[src/rtl/spike_event_encoder.sv]
// Hysteresis spike detector for the Q3.12 membrane-potential stream. Each completed
// spike's timestamp and peak go into a first-word-fall-through event FIFO.
module spike_event_encoder #(
  parameter int int_width  = 3,
  parameter int frc_width  = 12,
  parameter int TS_WIDTH   = 16,
  parameter int FIFO_DEPTH = 8,
  parameter logic signed [int_width+frc_width:0] UP_THRESH   = 16'sd2048,
  parameter logic signed [int_width+frc_width:0] DOWN_THRESH = -16'sd2048,
  parameter int REFRACT    = 4
) (
  input  logic                                  clk,
  input  logic                                  rst,
  input  logic                                  en,
  input  logic signed [int_width+frc_width:0]   v_in,
  input  logic                                  v_valid,
  output logic                                  ev_valid,
  input  logic                                  ev_ready,
  output logic [TS_WIDTH-1:0]                   ev_ts,
  output logic signed [int_width+frc_width:0]   ev_peak,
  output logic [$clog2(FIFO_DEPTH):0]           fifo_level,
  output logic                                  overflow,
  output logic [7:0]                            drop_count
);

  localparam int W   = 1 + int_width + frc_width;
  localparam int AW  = $clog2(FIFO_DEPTH);
  localparam int EW  = TS_WIDTH + W;
  localparam int RCW = (REFRACT > 1) ? $clog2(REFRACT + 1) : 1;

  typedef enum logic [1:0] {
    S_WAIT_LOW,
    S_ARMED,
    S_SPIKE,
    S_REFRACT
  } state_t;

  state_t                state_reg, state_next;
  logic [TS_WIDTH-1:0]   ts_cnt_reg;
  logic [TS_WIDTH-1:0]   ts_lat_reg, ts_lat_next;
  logic signed [W-1:0]   peak_reg, peak_next;
  logic [RCW-1:0]        rcnt_reg, rcnt_next;
  logic                  push;
  logic                  accept;

  assign accept = en & v_valid;

  always_ff @(posedge clk) begin
    if (rst) begin
      state_reg  <= S_WAIT_LOW;
      ts_cnt_reg <= '0;
      ts_lat_reg <= '0;
      peak_reg   <= '0;
      rcnt_reg   <= '0;
    end else begin
      state_reg  <= state_next;
      ts_lat_reg <= ts_lat_next;
      peak_reg   <= peak_next;
      rcnt_reg   <= rcnt_next;
      if (accept)
        ts_cnt_reg <= ts_cnt_reg + TS_WIDTH'(1);
    end
  end

  always_comb begin
    state_next  = state_reg;
    ts_lat_next = ts_lat_reg;
    peak_next   = peak_reg;
    rcnt_next   = rcnt_reg;
    push        = 1'b0;
    if (accept) begin
      case (state_reg)
        S_WAIT_LOW: begin
          // Require a low sample first so a stream that starts high cannot fake a spike.
          if (v_in <= DOWN_THRESH)
            state_next = S_ARMED;
        end
        S_ARMED: begin
          if (v_in >= UP_THRESH) begin
            ts_lat_next = ts_cnt_reg;
            peak_next   = v_in;
            state_next  = S_SPIKE;
          end
        end
        S_SPIKE: begin
          if (v_in <= DOWN_THRESH) begin
            push = 1'b1;
            if (REFRACT == 0) begin
              state_next = S_ARMED;
            end else begin
              rcnt_next  = RCW'(REFRACT);
              state_next = S_REFRACT;
            end
          end else if (v_in > peak_reg) begin
            peak_next = v_in;
          end
        end
        S_REFRACT: begin
          rcnt_next = rcnt_reg - RCW'(1);
          if (rcnt_reg == RCW'(1))
            state_next = S_ARMED;
        end
        default: state_next = S_WAIT_LOW;
      endcase
    end
  end

  // Event FIFO: a small array read asynchronously so the head is visible without a bubble.
  logic [EW-1:0]  mem [FIFO_DEPTH];
  logic [AW-1:0]  wr_ptr_reg, rd_ptr_reg;
  logic [AW:0]    level_reg;
  logic           overflow_reg;
  logic [7:0]     drop_count_reg;
  logic           full;
  logic           pop;
  logic           wr_en;
  logic           drop;
  logic [EW-1:0]  head;

  assign ev_valid = (level_reg != '0);
  assign full     = (level_reg == (AW+1)'(FIFO_DEPTH));
  assign pop      = ev_valid & ev_ready;
  assign wr_en    = push & (~full | pop);
  assign drop     = push & full & ~pop;

  always_ff @(posedge clk) begin
    if (wr_en)
      mem[wr_ptr_reg] <= {ts_lat_reg, peak_reg};
  end

  always_ff @(posedge clk) begin
    if (rst) begin
      wr_ptr_reg     <= '0;
      rd_ptr_reg     <= '0;
      level_reg      <= '0;
      overflow_reg   <= 1'b0;
      drop_count_reg <= '0;
    end else begin
      if (wr_en)
        wr_ptr_reg <= wr_ptr_reg + AW'(1);
      if (pop)
        rd_ptr_reg <= rd_ptr_reg + AW'(1);
      case ({wr_en, pop})
        2'b10:   level_reg <= level_reg + (AW+1)'(1);
        2'b01:   level_reg <= level_reg - (AW+1)'(1);
        default: level_reg <= level_reg;
      endcase
      if (drop) begin
        overflow_reg <= 1'b1;
        if (drop_count_reg != 8'hFF)
          drop_count_reg <= drop_count_reg + 8'd1;
      end
    end
  end

  assign head       = mem[rd_ptr_reg];
  assign ev_ts      = ev_valid ? head[EW-1:W] : '0;
  assign ev_peak    = ev_valid ? head[W-1:0] : '0;
  assign fifo_level = level_reg;
  assign overflow   = overflow_reg;
  assign drop_count = drop_count_reg;

endmodule

[config.mk]
export PLATFORM = sky130hd
export DESIGN_NAME = spike_event_encoder
export DESIGN_NICKNAME = d
export VERILOG_FILES = /design/src/rtl/spike_event_encoder.sv
export SDC_FILE = /design/constraint.sdc
export NUM_CORES = 1
export LEC_CHECK = 0
export CAP_MARGIN = 20
export CORE_ASPECT_RATIO = 0.9
export CORE_MARGIN = 4
export CORE_UTILIZATION = 48
export DETAILED_ROUTE_END_ITERATION = 8
export GPL_ROUTABILITY_DRIVEN = 0
export PLACE_DENSITY = 0.68
export RECOVER_POWER = 25
export SKIP_LAST_GASP = 1
export SLEW_MARGIN = 10
export SYNTH_ARGS = -nofsm -noshare
export SYNTH_HDL_FRONTEND = slang
export SYNTH_SLANG_ARGS = --single-unit
[constraint.sdc]
create_clock -name clk -period 6.2 [get_ports clk]
set_input_delay 0.62 -clock clk [delete_from_list [all_inputs] [get_ports clk]]
set_output_delay 0.62 -clock clk [all_outputs]
set_load 0.01 [all_outputs]
Yosys cells after proc, flatten, opt, wreduce, memory -nomap -nowiden:

Memory sizes are Yosys's and may differ from the RTL's. A register that Yosys moved wholly into a read port is not among the register bits.
Cells that the tools add are included.

* add/sub/neg operators: 7
* order comparisons: 3
* equality and inequality tests: 14
* muxes and demuxes: 21
* bitwise gates (word level): 8
* reductions and logical operators: 10

Operators with widths (number)
* two-way mux 16 bit: 5
* case mux 16 bit (2 select lines): 1
* adder 16 x 1 -> 16 bit, second input constant: 1
* greater-or-equal comparator 16 x 13 -> 1 bit, second input constant: 1
* greater-than comparator 16 bit: 1
* less-or-equal comparator 16 x 12 -> 1 bit, second input constant: 1
* inequality test 2 bit, second input constant: 6
* AND reduction 5 bit: 2
* two-way mux 3 bit: 3
* adder 8 x 1 -> 8 bit, second input constant: 1
* two-way mux 2 bit: 4
* inequality test 8 bit, second input constant: 1
* case mux 2 bit (4 select lines): 1
* case mux 4 bit (2 select lines): 1
* adder 3 x 1 -> 3 bit, second input constant: 2
* == test 2 bit, second input constant: 3
* case mux 3 bit (2 select lines): 1
* AND reduction 3 bit: 2
* nonzero test 2 bit: 3
* bitwise AND 1 bit: 5
* two-way mux 1 bit: 5
* adder 4 x 1 -> 4 bit, second input constant: 1
* == test 2 x 1 -> 1 bit, second input constant: 2
* == test 4 bit, second input constant: 1
* 8 further kinds: 9

* bits in registers: 72
* RAM bits: 256
* input port bits: 21
* output and inout bits: 46
* word-level logic and storage cells: 74
* memories: 1

Memory list
* mem: words 8, width 32, rd ports 1, clocked after memory_dff 1, wr ports 1, line 109 `logic [EW-1:0] mem [FIFO_DEPTH];`

Longest topological paths before layout:

* depth in word-level cells: 7
* gate-level depth with buffers: 13
* depth with buffers taken out: 12

Worst setup path after synthesis:

Ideal clock, no wire load.

* path type: input to register
* from: in v_in[1]
* to: mem mem[2][0] (netlist name), enable pin
* library setup time: 0.513 ns
* arrival time: 4.970 ns
* required time: 5.687 ns
* slack: 0.717 ns
* cell stages on the path: 5
* path buffers: 0
* cell sequence: nor4_1 -> a31o_2 -> nand2_1 -> or2_1 -> nor4b_1

* longest elaborated chain between the ends: 7

Ends and longest elaborated chain
* start, declared: line 15 `input logic signed [int_width+frc_width:0] v_in,`
* less-or-equal comparator 16 x 12 -> 1 bit: line 86 `if (v_in <= DOWN_THRESH) begin`
* two-way mux 1 bit: line 86
* two-way mux 1 bit: line 72 `case (state_reg)`
* two-way mux 1 bit: line 71 `if (accept) begin`
* bitwise AND 1 bit: line 123 `assign wr_en = push & (~full | pop);`
* two-way mux 1 bit: line 127 `if (wr_en)`
* two-way mux 1 bit (implied by the code): line 128 `mem[wr_ptr_reg] <= {ts_lat_reg, peak_reg};`
* end, declared: line 109

Every way passes these cells.

==> reports/qor.yml <==
cts:
  clk_pin_slew_ns: 0.06
  cts_sinks: 331
  cts-root-buf: "clkbuf_16"
  postCtsResizedCells: 0
  cts_hold_buf: 0
  cts_buffers: 34
  cts_tree: "done"
  cts-root-to-sink-buffers: 3
  htree_levels: 2
  post_cts_buffers: 0
  insertion_delay_ns: 0.50
timing:
  hold_violations: 0
  final-setup-viol-count: 0
  fin_crit_sh_pct: 63.3
  fin_setup_tns_ns: 0
  period_minus_slack_ns: 3.93
  hold_ws_ns: 0.456
  slew_viol_final: 0
  fin_skew_ns: 0.00917
  fmax_ghz: 0.255
  rsz0062_at_grt: "no"
  relSlewSlack_pct: 29.7
  tightestPinTransition_ns: 1.05
min_path:
  hold_path.class: "flop to flop"
  hp-start: "overflow"
  holdPathStages: 2
  hold_path_end: "overflow"
yosys:
  synthFlopType: "edfxtp_1"
  synth_nets: 899
  synthDistinctLibCells: 50
  yosysSeqAreaShare_pct: 67.8
  synth_seq_cells: 331
  async_reset_ff_share_pct: 0
  yosysWarnings: 0
  syn_area_sq_mm: 0.0135
  avgSynthCellArea_sq_um: 16.0
  syn_inst: 848
  synth_edf_count: 256
grt:
  grt_pass1_vias: 7295
  grt_first_pass_wirelength_mm: 40.8
  gr-total-overflow: 0
  track_usage_pct: 16.8
  grt_max_degree: 90
  grt_antenna_before_repair: 0
cells_and_area:
  layout.nets: 977
  stdcell_area_sq_mm: 0.0158
  largest-register: "mem"
  final_cell_mix: "edfxtp_1, nor2_1, dfxtp_1"
  n_antenna_cell: 0
  layout_commonest_cell: "edfxtp_1"
  area.growth.synth_to_final_pct: 16.5
  largest_reg_flops: 256
  drive_gt1_share_pct: 15.2
critical_path:
  reg2reg_to: "fifo_level[3]"
  cp_max_fo: 39
  crit_path_end_kind: "output port"
  r2r_slack_ns: 2.92
  required_ns: 5.58
  worstReg2RegStart: "fifo_level[1]"
  crit_chain: "buf_4 -> mux4_2 -> mux2i_1 -> nor2_1 -> clkdlybuf4s50_1"
  critPathTopFamily: "buffers and inverters"
  cpMaxStageDelayCell: "dfxtp_4"
  worst-setup-path-type: "flop to output port"
  cp.arrival_ns: 3.31
  cpPeakStageDelay_ns: 0.88
  critPathLaunchType: "flop"
  r2r_cells: 11
  crit_buf_inv: 2
floorplanning:
  placementRows: 58
  die_y_um: 167
  die_x_um: 185
  start_util_pct: 48.6
  coreArea_sq_mm: 0.0279
  die_area_sq_mm: 0.0310
  io_pins: 67
power:
  p_sw_share_pct: 24.0
  power.internal_mw: 4.04
  power_frac_clock_pct: 37.2
  p_leak_nw: 4.82
  power_mw: 5.32
  irDropWorstVdd_mv: 0.190
  pwr-share-comb_pct: 16.5
  power_density_mw_per_mm2: 337
  p_sw_mw: 1.27
  sequentialPowerShare_pct: 46.4
detailed_routing:
  top_layer_used: "met4"
  wl_met3_mm: 1.31
  wl_met2_mm: 11.3
  drtAntennaViolNets: 0
  vias: 7146
  first_pass_iters: 6
  drtIter0Drc: 385
  drc_errors: 0
  drt-met1-wl_mm: 12.0
  routed_wl_mm: 25.2
  wire_per_inst_um: 19.2
  drt-vias-per-instance: 5.45
place:
  dpl.hpwl_mm: 15.4
  portBuffers: 66
  placed_area_sq_mm: 0.0147
job:
  cap_violations: 0
status:
  status: "complete, no violations"
[cells in the mapped netlist (5+ instances only)]
| library cell | count | area (sq um) |
|---|---|---|
| a21oi_1 | 20 | 100 |
| buf_1 | 7 | 26.3 |
| buf_2 | 8 | 40.0 |
| clkbuf_1 | 23 | 86.3 |
| dfxtp_1 | 75 | 1500 |
| edfxtp_1 | 256 | 7690 |
| ha_1 | 29 | 363 |
| inv_1 | 30 | 113 |
| mux2i_1 | 69 | 691 |
| mux4_2 | 64 | 1440 |
| nand2_1 | 31 | 116 |
| nand2b_1 | 33 | 206 |
| nand3_1 | 13 | 65.1 |
| nand4_1 | 8 | 50.1 |
| nor2_1 | 85 | 319 |
| nor3_1 | 12 | 60.1 |
| nor4_1 | 5 | 31.3 |
| o21ai_1 | 6 | 30.0 |
| or3_1 | 6 | 37.5 |
| xnor2_1 | 10 | 87.6 |
| xor2_1 | 14 | 123 |
[cells by family after synthesis]
logic type / after synthesis / synth area share [%]
xor+xnor: 24 / 1.55
buf+inv: 70 / 2.07
mux: 133 / 15.7
fa+ha+maj: 30 / 2.83
simple gates: 212 / 7.66
compound gates: 48 / 2.33
flops: 331 / 67.8
[how the worst max path moves through the flow]
stage                       start          to  slack [ns]  depth (start not counted)
after floorplan           v_in[1]   mem[2][0]        0.72                          5
after global placement    v_in[5]  mem[7][31]        2.25                          6
after detailed placement  v_in[5]   mem[7][8]        2.22                          6
after CTS                    flop    ev_ts[4]        2.12                          5
after global routing         flop   ev_ts[15]        1.93                          5
final                        flop    ev_ts[4]        2.27                          5
[tightest hold or removal path, stage by stage, from the launching register on]
cell and delay, ns:
dfxtp_1 0.31, inv_1 0.05, a21oi_1 0.05
[cell type report]
| class | instances | area [sq um] |
|---|---|---|
| timing repair buffer | 81 | 801 |
| sequential | 331 | 9200 |
| fill | 2171 | 12100 |
| multi-input combinational | 447 | 4140 |
| clock buffer | 50 | 942 |
| inverter | 31 | 116 |
| tap | 360 | 450 |
| clock inverter | 11 | 141 |
[power groups by stage]
stage          clock network, mW  registers (mW)  logic [mW]
2_1_floorplan                  0            2.45       0.559
3_3_place_gp                   0            2.52       0.886
3_5_place_dp                   0            2.52       0.893
4_1_cts                     2.02            2.47       0.896
5_1_grt                     2.13            2.48       0.953
6_report                    1.98            2.47       0.875
[layer usage]
layer | vias up | global-route usage (%)
met2 | 173 | 26.2
met1 | 3553 | 25.0
met3 | 40 | 2.82
met5 | - | 0
li1 | 3380 | -
met4 | 0 | 4.37
[metrics by stage]
stage / utilization [%] / instances / worst slack (ns)
after CTS: 56.5 / 1310 / 2.12
after global routing: 56.6 / 1311 / 1.93
after detailed placement: 52.7 / 1249 / 2.22
after floorplan: - / 848 / 0.717
after global placement: 52.7 / 1249 / 2.25
final: 56.6 / 1311 / 2.27
(Power assumes the default switching activity.)
